`src/rtl/mult_div_pkg.sv`:
```
// mult_div_pkg: shared definitions for the sequential multiply/divide unit.
//   state_t      - controller states (IDLE, MULT, DIV, FIX, DONE)
//   MULT_ITER    - Booth iterations per multiply
//   DIV_ITER     - restoring iterations per divide
//   MULT_LATENCY - start edge to done, multiply
//   DIV_LATENCY  - start edge to done, divide
package mult_div_pkg;

    typedef enum logic [2:0] {
        IDLE = 3'd0,
        MULT = 3'd1,
        DIV  = 3'd2,
        FIX  = 3'd3,
        DONE = 3'd4
    } state_t;

    localparam int unsigned MULT_ITER    = 32;
    localparam int unsigned DIV_ITER     = 32;
    localparam int unsigned MULT_LATENCY = 33;
    localparam int unsigned DIV_LATENCY  = 34;

endpackage

```
`src/rtl/mult_div_unit_div_step.sv`:
```
// div_step: one unsigned restoring shift-subtract step (combinational).
// Ports:
//   rem      in  WIDTH : partial remainder
//   quo      in  WIDTH : dividend bits still to shift in / quotient bits so far
//   divisor  in  WIDTH : unsigned divisor
//   remNext  out WIDTH : remainder after this step
//   quoNext  out WIDTH : quotient after this step
module div_step #(
    parameter int WIDTH = 32
) (
    input  logic [WIDTH-1:0] rem,
    input  logic [WIDTH-1:0] quo,
    input  logic [WIDTH-1:0] divisor,
    output logic [WIDTH-1:0] remNext,
    output logic [WIDTH-1:0] quoNext
);

    logic [WIDTH:0] shifted;
    logic [WIDTH:0] trial;

    always_comb begin
        // rem < divisor always holds, so the shifted value fits in WIDTH+1 bits
        shifted = {rem, quo[WIDTH-1]};
        trial   = shifted - {1'b0, divisor};
        if (!trial[WIDTH]) begin
            remNext = trial[WIDTH-1:0];
            quoNext = {quo[WIDTH-2:0], 1'b1};
        end else begin
            remNext = shifted[WIDTH-1:0];
            quoNext = {quo[WIDTH-2:0], 1'b0};
        end
    end

endmodule

```
`src/rtl/mult_div_unit.sv`:
```
// mult_div_unit: sequential signed multiply (radix-2 Booth) and divide
// (restoring, sign-corrected) with internal HI/LO result registers.
// Ports:
//   clk, reset            : rising-edge clock, async active-high reset
//   start_mult, start_div : operation requests, sampled only in IDLE
//   a, b                  : operands, captured on the start edge
//   hi, lo                : product[63:32]/[31:0] or remainder/quotient
//   busy                  : operation in progress
//   done                  : one-cycle pulse, hi/lo valid from this cycle
//   div_zero              : one-cycle pulse with done on divide by zero
// Build option: MULT_DIV_DIVZERO_EN - short-circuit a zero divisor straight
// to DONE with div_zero set and hi/lo untouched; otherwise div_zero is 0
// and a zero divisor runs the full restoring sequence.
module mult_div_unit
    import mult_div_pkg::*;
#(
    parameter int WIDTH = 32
) (
    input  logic             clk,
    input  logic             reset,
    input  logic             start_mult,
    input  logic             start_div,
    input  logic [WIDTH-1:0] a,
    input  logic [WIDTH-1:0] b,
    output logic [WIDTH-1:0] hi,
    output logic [WIDTH-1:0] lo,
    output logic             busy,
    output logic             done,
    output logic             div_zero
);

    state_t           state;
    logic [5:0]       cnt;
    logic [WIDTH:0]   acc;      // Booth accumulator, one guard bit for -MIN_INT
    logic [WIDTH-1:0] qReg;     // Booth multiplier / divide quotient
    logic             qm1;
    logic [WIDTH-1:0] mcand;    // multiplicand, or |divisor|
    logic [WIDTH-1:0] remReg;
    logic             isDiv;
    logic             signA;
    logic             signB;

    logic [WIDTH:0]   mExt;
    logic [WIDTH:0]   boothSum;
    logic [WIDTH-1:0] absA;
    logic [WIDTH-1:0] absB;
    logic [WIDTH-1:0] remNext;
    logic [WIDTH-1:0] quoNext;

`ifdef MULT_DIV_DIVZERO_EN
    logic             dzPending;
`endif

    assign busy = (state != IDLE);

    always_comb begin
        mExt = {mcand[WIDTH-1], mcand};
        case ({qReg[0], qm1})
            2'b01:   boothSum = acc + mExt;
            2'b10:   boothSum = acc - mExt;
            default: boothSum = acc;
        endcase
        absA = a[WIDTH-1] ? -a : a;
        absB = b[WIDTH-1] ? -b : b;
    end

    div_step #(.WIDTH(WIDTH)) uDivStep (
        .rem     (remReg),
        .quo     (qReg),
        .divisor (mcand),
        .remNext (remNext),
        .quoNext (quoNext)
    );

`ifndef MULT_DIV_DIVZERO_EN
    assign div_zero = 1'b0;
`endif

    always_ff @(posedge clk or posedge reset) begin
        if (reset) begin
            state  <= IDLE;
            cnt    <= '0;
            acc    <= '0;
            qReg   <= '0;
            qm1    <= 1'b0;
            mcand  <= '0;
            remReg <= '0;
            isDiv  <= 1'b0;
            signA  <= 1'b0;
            signB  <= 1'b0;
            hi     <= '0;
            lo     <= '0;
            done   <= 1'b0;
`ifdef MULT_DIV_DIVZERO_EN
            dzPending <= 1'b0;
            div_zero  <= 1'b0;
`endif
        end else begin
            done <= 1'b0;
`ifdef MULT_DIV_DIVZERO_EN
            div_zero <= 1'b0;
`endif
            case (state)
                IDLE: begin
                    if (start_mult) begin
                        acc   <= '0;
                        qReg  <= b;
                        qm1   <= 1'b0;
                        mcand <= a;
                        cnt   <= '0;
                        isDiv <= 1'b0;
                        state <= MULT;
                    end else if (start_div) begin
                        remReg <= '0;
                        qReg   <= absA;
                        mcand  <= absB;
                        signA  <= a[WIDTH-1];
                        signB  <= b[WIDTH-1];
                        cnt    <= '0;
                        isDiv  <= 1'b1;
                        state  <= DIV;
                    end
                end
                MULT: begin
                    // arithmetic shift of {acc, Q, Q-1} after the add/subtract
                    acc  <= {boothSum[WIDTH], boothSum[WIDTH:1]};
                    qReg <= {boothSum[0], qReg[WIDTH-1:1]};
                    qm1  <= qReg[0];
                    if (cnt == 6'(MULT_ITER - 1)) state <= DONE;
                    else                          cnt   <= cnt + 6'd1;
                end
                DIV: begin
`ifdef MULT_DIV_DIVZERO_EN
                    if (cnt == '0 && mcand == '0) begin
                        dzPending <= 1'b1;
                        state     <= DONE;
                    end else
`endif
                    begin
                        remReg <= remNext;
                        qReg   <= quoNext;
                        if (cnt == 6'(DIV_ITER - 1)) state <= FIX;
                        else                         cnt   <= cnt + 6'd1;
                    end
                end
                FIX: begin
                    if (signA ^ signB) qReg   <= -qReg;
                    if (signA)         remReg <= -remReg;
                    state <= DONE;
                end
                DONE: begin
`ifdef MULT_DIV_DIVZERO_EN
                    if (dzPending) begin
                        dzPending <= 1'b0;
                        div_zero  <= 1'b1;
                    end else
`endif
                    if (isDiv) begin
                        hi <= remReg;
                        lo <= qReg;
                    end else begin
                        hi <= acc[WIDTH-1:0];
                        lo <= qReg;
                    end
                    done  <= 1'b1;
                    state <= IDLE;
                end
                default: state <= IDLE;
            endcase
        end
    end

endmodule

```
`config.mk`:
```
export PLATFORM = sky130hd
export DESIGN_NAME = mult_div_unit
export DESIGN_NICKNAME = d
export VERILOG_FILES = /design/src/rtl/mult_div_pkg.sv /design/src/rtl/mult_div_unit_div_step.sv /design/src/rtl/mult_div_unit.sv
export SDC_FILE = /design/constraint.sdc
export NUM_CORES = 1
export LEC_CHECK = 0
export BUFFER_PORTS_ARGS = -buffer_cell sky130_fd_sc_hd__buf_2
export CAP_MARGIN = 30
export CORE_MARGIN = 2
export CORE_UTILIZATION = 50
export CTS_CLUSTER_DIAMETER = 60
export DETAILED_ROUTE_END_ITERATION = 6
export PLACE_DENSITY = 0.73
export SLEW_MARGIN = 10
export SYNTH_ARGS = -nofsm -noshare
export SYNTH_HDL_FRONTEND = slang
export SYNTH_SLANG_ARGS = --single-unit
```
`constraint.sdc`:
```
create_clock -name clk -period 16.5 [get_ports clk]
set_clock_uncertainty 0.05 [all_clocks]
set_input_delay 1.65 -clock clk [delete_from_list [all_inputs] [get_ports clk]]
set_output_delay 1.65 -clock clk [all_outputs]
set_load 0.03 [all_outputs]
```
# Yosys cells after proc, flatten, opt, wreduce, memory -nomap -nowiden
# Cells that the tools add are included.
op_classes:
  muxes: 32
  add_sub_neg: 8
  n_eq_ne: 16
  n_bitwise: 2
  n_reduce_logical: 15
op_table:
  columns: ["operator", "n"]
  rows:
  - ["$mux 32", 12]
  - ["$pmux 33 s2", 2]
  - ["$neg 32->32", 4]
  - ["$pmux 32 s4", 1]
  - ["$pmux 32 s3", 1]
  - ["$add 33x33->33", 1]
  - ["$mux 33", 1]
  - ["$sub 33x32->33", 1]
  - ["$sub 33x33->33", 1]
  - ["$mux 6", 3]
  - ["$ne 2x2->1 const B", 8]
  - ["$mux 3", 4]
  - ["$pmux 3 s4", 1]
  - ["$pmux 6 s2", 1]
  - ["$reduce_and 3->1", 4]
  - ["$add 6x1->6 const B", 1]
  - ["$eq 3x2->1 const B", 2]
  - ["$eq 6x5->1 const B", 1]
  - ["$reduce_bool 2->1", 3]
  - ["$reduce_bool 3->1", 2]
  - ["$mux 1", 5]
  - ["$reduce_and 2->1", 2]
  - ["$reduce_and 4->1", 1]
  - ["$reduce_bool 4->1", 1]
  - ["10 further kinds", 10]
totals:
  input_bits: 68
  elab_cells: 86
  output_inout_bits: 67
  regBits: 207

# Logic depth before layout (Yosys ltp)
# Gate-level depths: netlist of run 1.
logic_depth:
  word_depth: 5
  mapped_depth: 17
  ltp_nobuf: 17

# Modules after synthesis
# From an unflattened synthesis of run 1, not the netlist that was laid out.
unflattened:
  cells_unflattened: 2083
  area_unflattened_um2: 17132.7
by_module_without_submodules:
  columns: ["module", "n_inst", "cells_each", "area_per_inst_um2", "seq_area_each_um2"]
  rows:
  - ["mult_div_unit", 1, 1747, 14541.4, 5154.9]
  - ["div_step", 1, 336, 2591.2, 0.0]

# Worst setup path before layout of run 1
# Ideal clock, no wire load.
synth_timing:
  path_kind: "input -> register"
  start: "input b[10]"
  end: "register mcand[29]"
  required_time_ns: 16.354
  n_path_buf: 0
  stages: 8
  arrival_ns: 4.079
  slack_ns: 12.274
  path_cell_list: "or4_1 > or4_1 > or3_1 > or3_1 > o41ai_1 > xnor2_1 > nand2_1 > o31ai_1"
synth_between:
  elab_chain_cells: 4
synth_rtl:
  columns: ["element", "line_no", "rtl"]
  rows:
  - ["start: declaration", "mult_div_unit.sv:24", "input logic [WIDTH-1:0] b,"]
  - ["$neg 32->32", "mult_div_unit.sv:64", "absB = b[WIDTH-1] ? -b : b;"]
  - ["$mux 32", "mult_div_unit.sv:64", null]
  - ["$mux 32", "mult_div_unit.sv:113", "end else if (start_div) begin"]
  - ["$mux 32", "mult_div_unit.sv:105", "if (start_mult) begin"]
  - ["end signal: assignment", "mult_div_unit.sv:116", "mcand <= absB;"]
  - ["end: declaration", "mult_div_unit.sv:37", "logic [WIDTH-1:0] mcand;"]
# No other way between the ends. The select of a mux whose other input is x is not followed.
# A chain may end at the register's enable or synchronous reset.

# Final worst setup path of run 1
layout_timing:
  start: "register mcand[7]"
  end: "register acc[30]"
layout_between:
  elab_chain_cells: 3
  word_cells_on_any_way: 4
layout_rtl:
  columns: ["element", "line_no", "rtl"]
  rows:
  - ["$sub 33x33->33 / $add 33x33->33 (equally long branches)", "mult_div_unit.sv:60, mult_div_unit.sv:59", null]
  - ["$pmux 33 s2 *", "mult_div_unit.sv:58", "case ({qReg[0], qm1})"]
  - ["$pmux 33 s2 *", "mult_div_unit.sv:103", "case (state)"]
  - ["end signal: assignment", "mult_div_unit.sv:126", "acc <= {boothSum[WIDTH], boothSum[WIDTH:1]};"]
  - ["end: declaration", "mult_div_unit.sv:34", "logic [WIDTH:0] acc;"]
# Every way passes the cells marked *; elsewhere a longest branch is shown, timed or not.

==> results of run 1 <==
power groups by stage:
| stage | combinational [mW] | sequential, mW | clock (mW) |
|---|---|---|---|
| 2_1_floorplan | 2.02 | 1.04 | 0 |
| 3_3_place_gp | 2.70 | 1.04 | 0 |
| 3_5_place_dp | 2.77 | 1.04 | 0 |
| 4_1_cts | 2.78 | 1.03 | 0.570 |
| 5_1_grt | 3.09 | 1.07 | 0.593 |
| 6_report | 2.84 | 1.04 | 0.563 |
cells in the mapped netlist, drive strengths merged (32+ instances only):
| cell type | number | area [um2] |
|---|---|---|
| a21oi | 174 | 871 |
| o21ai | 163 | 820 |
| xor2 | 48 | 420 |
| nor2 | 155 | 582 |
| inv | 75 | 282 |
| a22oi | 37 | 283 |
| o211ai | 41 | 308 |
| nor3 | 66 | 330 |
| mux2 | 37 | 420 |
| nand3 | 63 | 315 |
| ha | 71 | 888 |
| xnor2 | 90 | 788 |
| dfrtp | 206 | 5150 |
| mux2i | 47 | 470 |
| clkbuf | 112 | 420 |
| or3 | 32 | 200 |
| nand2 | 151 | 567 |
metal layers:
layer  vias to the layer above  wire (um)  share of wire  GRT usage
li1                       7615          -              -          -
met3                       117       5210          0.096     0.0529
met4                         0       2290          0.042      0.129
met1                      7851      22600           0.42      0.425
met2                       847      24100           0.44      0.493
met5                         -          0              0          0
area by class of cell:
cell class | count | share of cell area
Antenna cell | 1 | 0.000137
Clock buffer | 36 | 0.0409
Clock inverter | 9 | 0.00485
Inverter | 76 | 0.0160
Multi-Input combinational cell | 1599 | 0.573
Sequential cell | 206 | 0.281
Tap cell | 442 | 0.0302
Timing Repair Buffer | 164 | 0.0534
registers in the layout, summed over array words and instances, names as in the netlist:
name    flops
acc        32
cnt         6
done        1
hi         32
isDiv       1
lo         32
mcand      32
qReg       32
qm1         1
remReg     32
signA       1
signB       1
state       3
stage by stage:
step / instances / hold slack, ns
after global placement: 2477 / 0.417
final: 2533 / 0.434
after global routing: 2532 / 0.453
after floorplan: 2013 / 0.397
after CTS: 2527 / 0.431
after detailed placement: 2482 / 0.420
critical path: stages (launching register included):
cell     delay [ns]
dfrtp_1        0.42
nor4_1         0.72
and4_1         0.39
nand2_1        0.10
nor4_1         0.58
nor2_1         0.11
xnor2_1        0.16
ha_1           0.36
a21o_1         0.18
a21oi_1        0.15
o31ai_1        0.09
a31oi_1        0.52
o21ai_0        0.30
a41oi_1        0.30
mux2i_1        0.22
a31oi_1        0.10
cells in the final DEF, fill, tap and decap left out, types with 47 or more instances in the layout:
cell and instances:
a21oi_1 174, buf_2 134, dfrtp_1 205, ha_1 71, inv_1 73, mux2i_1 47
nand2_1 150, nand3_1 63, nor2_1 153, nor3_1 64, o21ai_0 161, xnor2_1 90
xor2_1 48
worst max-delay path by stage:
stage | startpoint | endpoint | slack (ns)
after global placement | mcand[2] | acc[30] | 11.43
after floorplan | reset | acc[0] | 9.18
final | mcand[7] | acc[30] | 11.60
after CTS | mcand[7] | acc[30] | 11.74
after global routing | mcand[7] | acc[30] | 11.41
after detailed placement | mcand[7] | acc[30] | 11.74
kinds of logic after synthesis:
kind of cell	synth area share
flip-flops	0.314
buffers and inverters	0.0487
AND/OR/NAND/NOR	0.191
multiplexers	0.0542
other	0.000228
XOR/XNOR	0.0735
AO/OA/AOI/OAI	0.262
adder cells (fa/ha/maj)	0.0565
==> flow_metrics.tcl, run 1 <==
set metrics [dict create \
    r2r-start "mcand[7]" \
    synth-seq-cells 206 \
    fmax_mhz 204 \
    drt_wl_total_mm 54.2 \
    path_max_fanout 6 \
    first_global_vias 15200 \
    dieArea_um2 34300 \
    finalPower_mw 4.44 \
    clkTransAtPathRegs_ns 0.06 \
    rrSetupSlack_ns 11.60 \
    clk_latency_ns 0.54 \
    timing.final.crit_share 0.297 \
    synth-edff-count 0 \
    hold_start "cnt[5]" \
    rows 66 \
    area.sequential_um2 5160 \
    io_buffers 133 \
    die-width_um 185 \
    irDropWorstVdd_mv 0.137 \
    switchingPower_mw 2.28 \
    place_area_um2 17400 \
    gp_congestion 0.966 \
    start_util 0.506 \
    p_seq_frac 0.234 \
    cts_setup_buffers 0 \
    power_density_nw_per_um2 242 \
    multi_input_area_um2 10500 \
    drc 0 \
    synth_area_um2 16400 \
    p_comb_frac 0.639 \
    area_growth_pct 11.5 \
    dpl_worst_slack_ns 11.74 \
    p_leak_nw 7.79 \
    postCtsHoldBufs 0 \
    critical_path_arrival_ns 5.24 \
    fin_util 0.565 \
    first_pass_iters 5 \
    postLayoutCellArea_um2 18300 \
    gr-usage-all-layers 0.313 \
    nets 2214 \
    grt_overflow 0 \
    r2r_end "acc[30]" \
    setup_violations 0 \
    synthCells 2013 \
    cts.sinks 206 \
    tightest_slew_ns 1.04 \
    synth_ff_type "dfrtp_1" \
    critPathLaunchType "register" \
    rr_worst_depth 15 \
    required_ns 16.84 \
    period_minus_slack_ns 4.90 \
    slew_viol_final 0 \
    holdPathEnd "cnt[5]" \
    intPower_mw 2.16 \
    max_cap_viol_count 0 \
    fin_ws_ns 11.60 \
    layout-drive-gt1-share 0.134 \
    coreArea_um2 32500 \
    setup.worst_path.end_class "register" \
    cts_tree "done" \
    avgSynthCellArea_um2 8.17 \
    yosysWarnings 0 \
    grt_pass1_wl_mm 84.6 \
    relSlewSlack 0.310 \
    vias 16400 \
    postCtsResizedCells 0 \
    final-hold-violation-count 0 \
    clockBufferDepth 3 \
    fill_cells 3030 \
    fp.dieH_um 185 \
    num_io_pins 135 \
    ys_async_sr_fraction 1.00 \
    grt_max_degree 133 \
    dpl.hpwl_mm 39.6 \
    drt-initial-drc-count 1886 \
    antenna_found_initial 1 \
    htree_num_levels 1 \
    grt_setup_unrepaired "no" \
    antenna_left 0 \
    status "finished clean" \
    worst-setup-path-type "register to register" \
    swShare 0.514 \
    synthDistinctLibCells 79 \
    vias_per_cell 6.49 \
    hold_path.class "register to register" \
    p_clk_frac 0.127 \
    clockRootBuffer "clkbuf_16" \
    syn_nets 2154 \
    fin_setup_tns_ns 0 \
    ys_seq_area_frac 0.314 \
    wl_per_cell_um 21.4 \
    numCtsBuffers 26 \
    hold_path_depth 1 \
]
Power figures use the tool's default switching activity.
==> run 2: changes to the inputs <==
==> constraint.sdc (replaced) <==
create_clock -name clk -period 4.6 [get_ports clk]
set_clock_uncertainty 0.05 [all_clocks]
set_input_delay 0.46 -clock clk [delete_from_list [all_inputs] [get_ports clk]]
set_output_delay 0.46 -clock clk [all_outputs]
set_load 0.03 [all_outputs]
==> run 2 against run 1 <==
Effect of this change: core utilization increased by 1.2 points; non-clock buffer count rose by 24; design area grew 2.1%; fmax grew 16%; highest routed layer unchanged.
==> flow_metrics.tcl, run 2 (synthesis gave the netlist of run 1 again) <==
set metrics [dict create \
    r2r_end "acc[30]" \
    layout_common_cells "205 x dfrtp_1, 174 x a21oi_1, 161 x o21ai_0" \
    setup_violations 0 \
    period_minus_slack_ns 4.22 \
    grt_pass1_wl_mm 85.9 \
    r2r-start "mcand[6]" \
    relSlewSlack 0.381 \
    final_common_cell "dfrtp_1" \
    p_leak_nw 7.99 \
    path_max_fanout 6 \
    drt_wl_total_mm 54.8 \
    nets 2241 \
    irDropWorstVdd_mv 0.416 \
    required_ns 4.99 \
    fin_ws_ns 0.375 \
    slew_viol_final 0 \
    max_stage_delay_ns 0.41 \
    clockBufferDepth 3 \
    numCtsBuffers 29 \
    drc 0 \
    fp.dieH_um 185 \
    drt-initial-drc-count 1670 \
    postLayoutCellArea_um2 18700 \
    tightest_slew_ns 0.928 \
    start_util 0.506 \
    area_growth_pct 13.8 \
    max_cap_viol_count 0 \
    grt_setup_unrepaired "no" \
    first_pass_iters 7 \
    gr-usage-all-layers 0.318 \
    critPathTopFamily "compound AO/OA/AOI/OAI gates" \
    cp.depth 18 \
    fin_setup_tns_ns 0 \
    cts.sinks 206 \
    critical_path_arrival_ns 4.61 \
    first_global_vias 15300 \
    timing.final.crit_share 0.918 \
    layout-drive-gt1-share 0.148 \
    cts_tree "done" \
    critPathLaunchType "register" \
    place_area_um2 17600 \
    fmax_mhz 237 \
    rows 66 \
    power_density_nw_per_um2 878 \
    io_buffers 133 \
    coreArea_um2 32500 \
    antenna_found_initial 2 \
    setup.worst_path.end_class "register" \
    worst-setup-path-type "register to register" \
    crit_chain "nor4_1, buf_4, and4_1, and3_1, nand2_1, nor4_1, nor2_1, xnor2_1, ha_1, a21o_1, a21o_1, a21oi_1, o31ai_1, a31oi_1, o21ai_0, a41oi_1, mux2i_1, a31oi_1" \
    final-hold-violation-count 0 \
    grt_overflow 0 \
    dieArea_um2 34300 \
    dpl.hpwl_mm 40.4 \
    vias 16400 \
    antenna_left 0 \
    gp_congestion 0.994 \
    dpl_worst_slack_ns 0.454 \
    wl_per_cell_um 21.3 \
    rrSetupSlack_ns 0.38 \
    die-width_um 185 \
    clk_latency_ns 0.57 \
    clkTransAtPathRegs_ns 0.06 \
    endpoint "acc[30]" \
    hold_path.class "primary input to register" \
    grt_max_degree 101 \
    postCtsResizedCells 0 \
    num_io_pins 135 \
    vias_per_cell 6.41 \
    timing.critical_path.buf_inv 1 \
    cp-startpoint "mcand[6]" \
    htree_num_levels 1 \
    finalPower_mw 16.4 \
    status "finished clean" \
    cp_slowest_cell "dfrtp_1" \
    cts_setup_buffers 0 \
    clockRootBuffer "clkbuf_16" \
    rr_worst_depth 18 \
]
==> run 2: cell types whose count changed in the layout (fill, tap and decap cells not counted), moves of 2 or more <==
cell	change
clkbuf_8	-2
buf_8	-2
clkbuf_2	-2
clkinvlp_4	+3
buf_12	+2
bufinv_16	+4
buf_4	+26
clkbuf_16	+2
clkinv_4	+2
clkbuf_1	-2
==> run 2: how the worst min path moves through the flow <==
stage / start / slack, ns / cells past startpoint / endpoint
3_5_place_dp: reset / 0.37 / 2 / lo[0]
6_report: b[30] / 0.17 / 3 / qReg[30]
2_1_floorplan: cnt[5] / 0.40 / 1 / cnt[5]
5_1_grt: b[30] / 0.14 / 3 / qReg[30]
3_3_place_gp: cnt[5] / 0.42 / 1 / cnt[5]
4_1_cts: b[30] / 0.14 / 3 / qReg[30]
==> run 2: routing by layer <==
metal	vias to the layer above	GRT usage	routed length (um)
met5	-	0	0
met3	138	0.0415	4320
li1	7691	-	-
met1	7819	0.437	23300
met4	0	0.144	2550
met2	788	0.499	24600
==> run 2: timing repair <==
action,CTS,global route
hold buffers,1,0
endpoints found under the hold margin,3,0
endpoints found under the setup margin,0,0
==> run 2: final cells by class <==
type | count | area (um2)
Inverter | 76 | 289
Sequential cell | 206 | 5160
Timing Repair Buffer | 188 | 1160
Tap cell | 442 | 553
Clock buffer | 34 | 764
Clock inverter | 20 | 280
Fill cell | 2939 | 13700
Antenna cell | 1 | 2.50
Multi-Input combinational cell | 1599 | 10500
==> run 2: power breakdown <==
| group | internal [mW] | switching, mW | total, mW |
|---|---|---|---|
| sequential | 2.61 | 1.02 | 3.63 |
| clock | 1.49 | 0.935 | 2.43 |
| combinational | 4.07 | 6.29 | 10.4 |
==> run 2: stage by stage <==
step                      std cells   util  hold slack, ns
after floorplan                2013      -           0.397
after global placement         2505  0.541           0.415
after detailed placement       2507  0.543           0.374
after CTS                      2562  0.575           0.140
after global routing           2565  0.576           0.145
final                          2566  0.576           0.166
==> run 2: worst register-to-register path, delay by kind of cell, from the launching register on <==
| kind | cells | cell delay [ns] |
|---|---|---|
| muxes | 1 | 0.22 |
| AOI/OAI and AO/OA | 8 | 1.54 |
| and+or+nand+nor | 6 | 1.17 |
| DFF | 1 | 0.41 |
| adders and majority gates | 1 | 0.38 |
| buffers and inverters | 1 | 0.19 |
| xor gates and xnor gates | 1 | 0.14 |
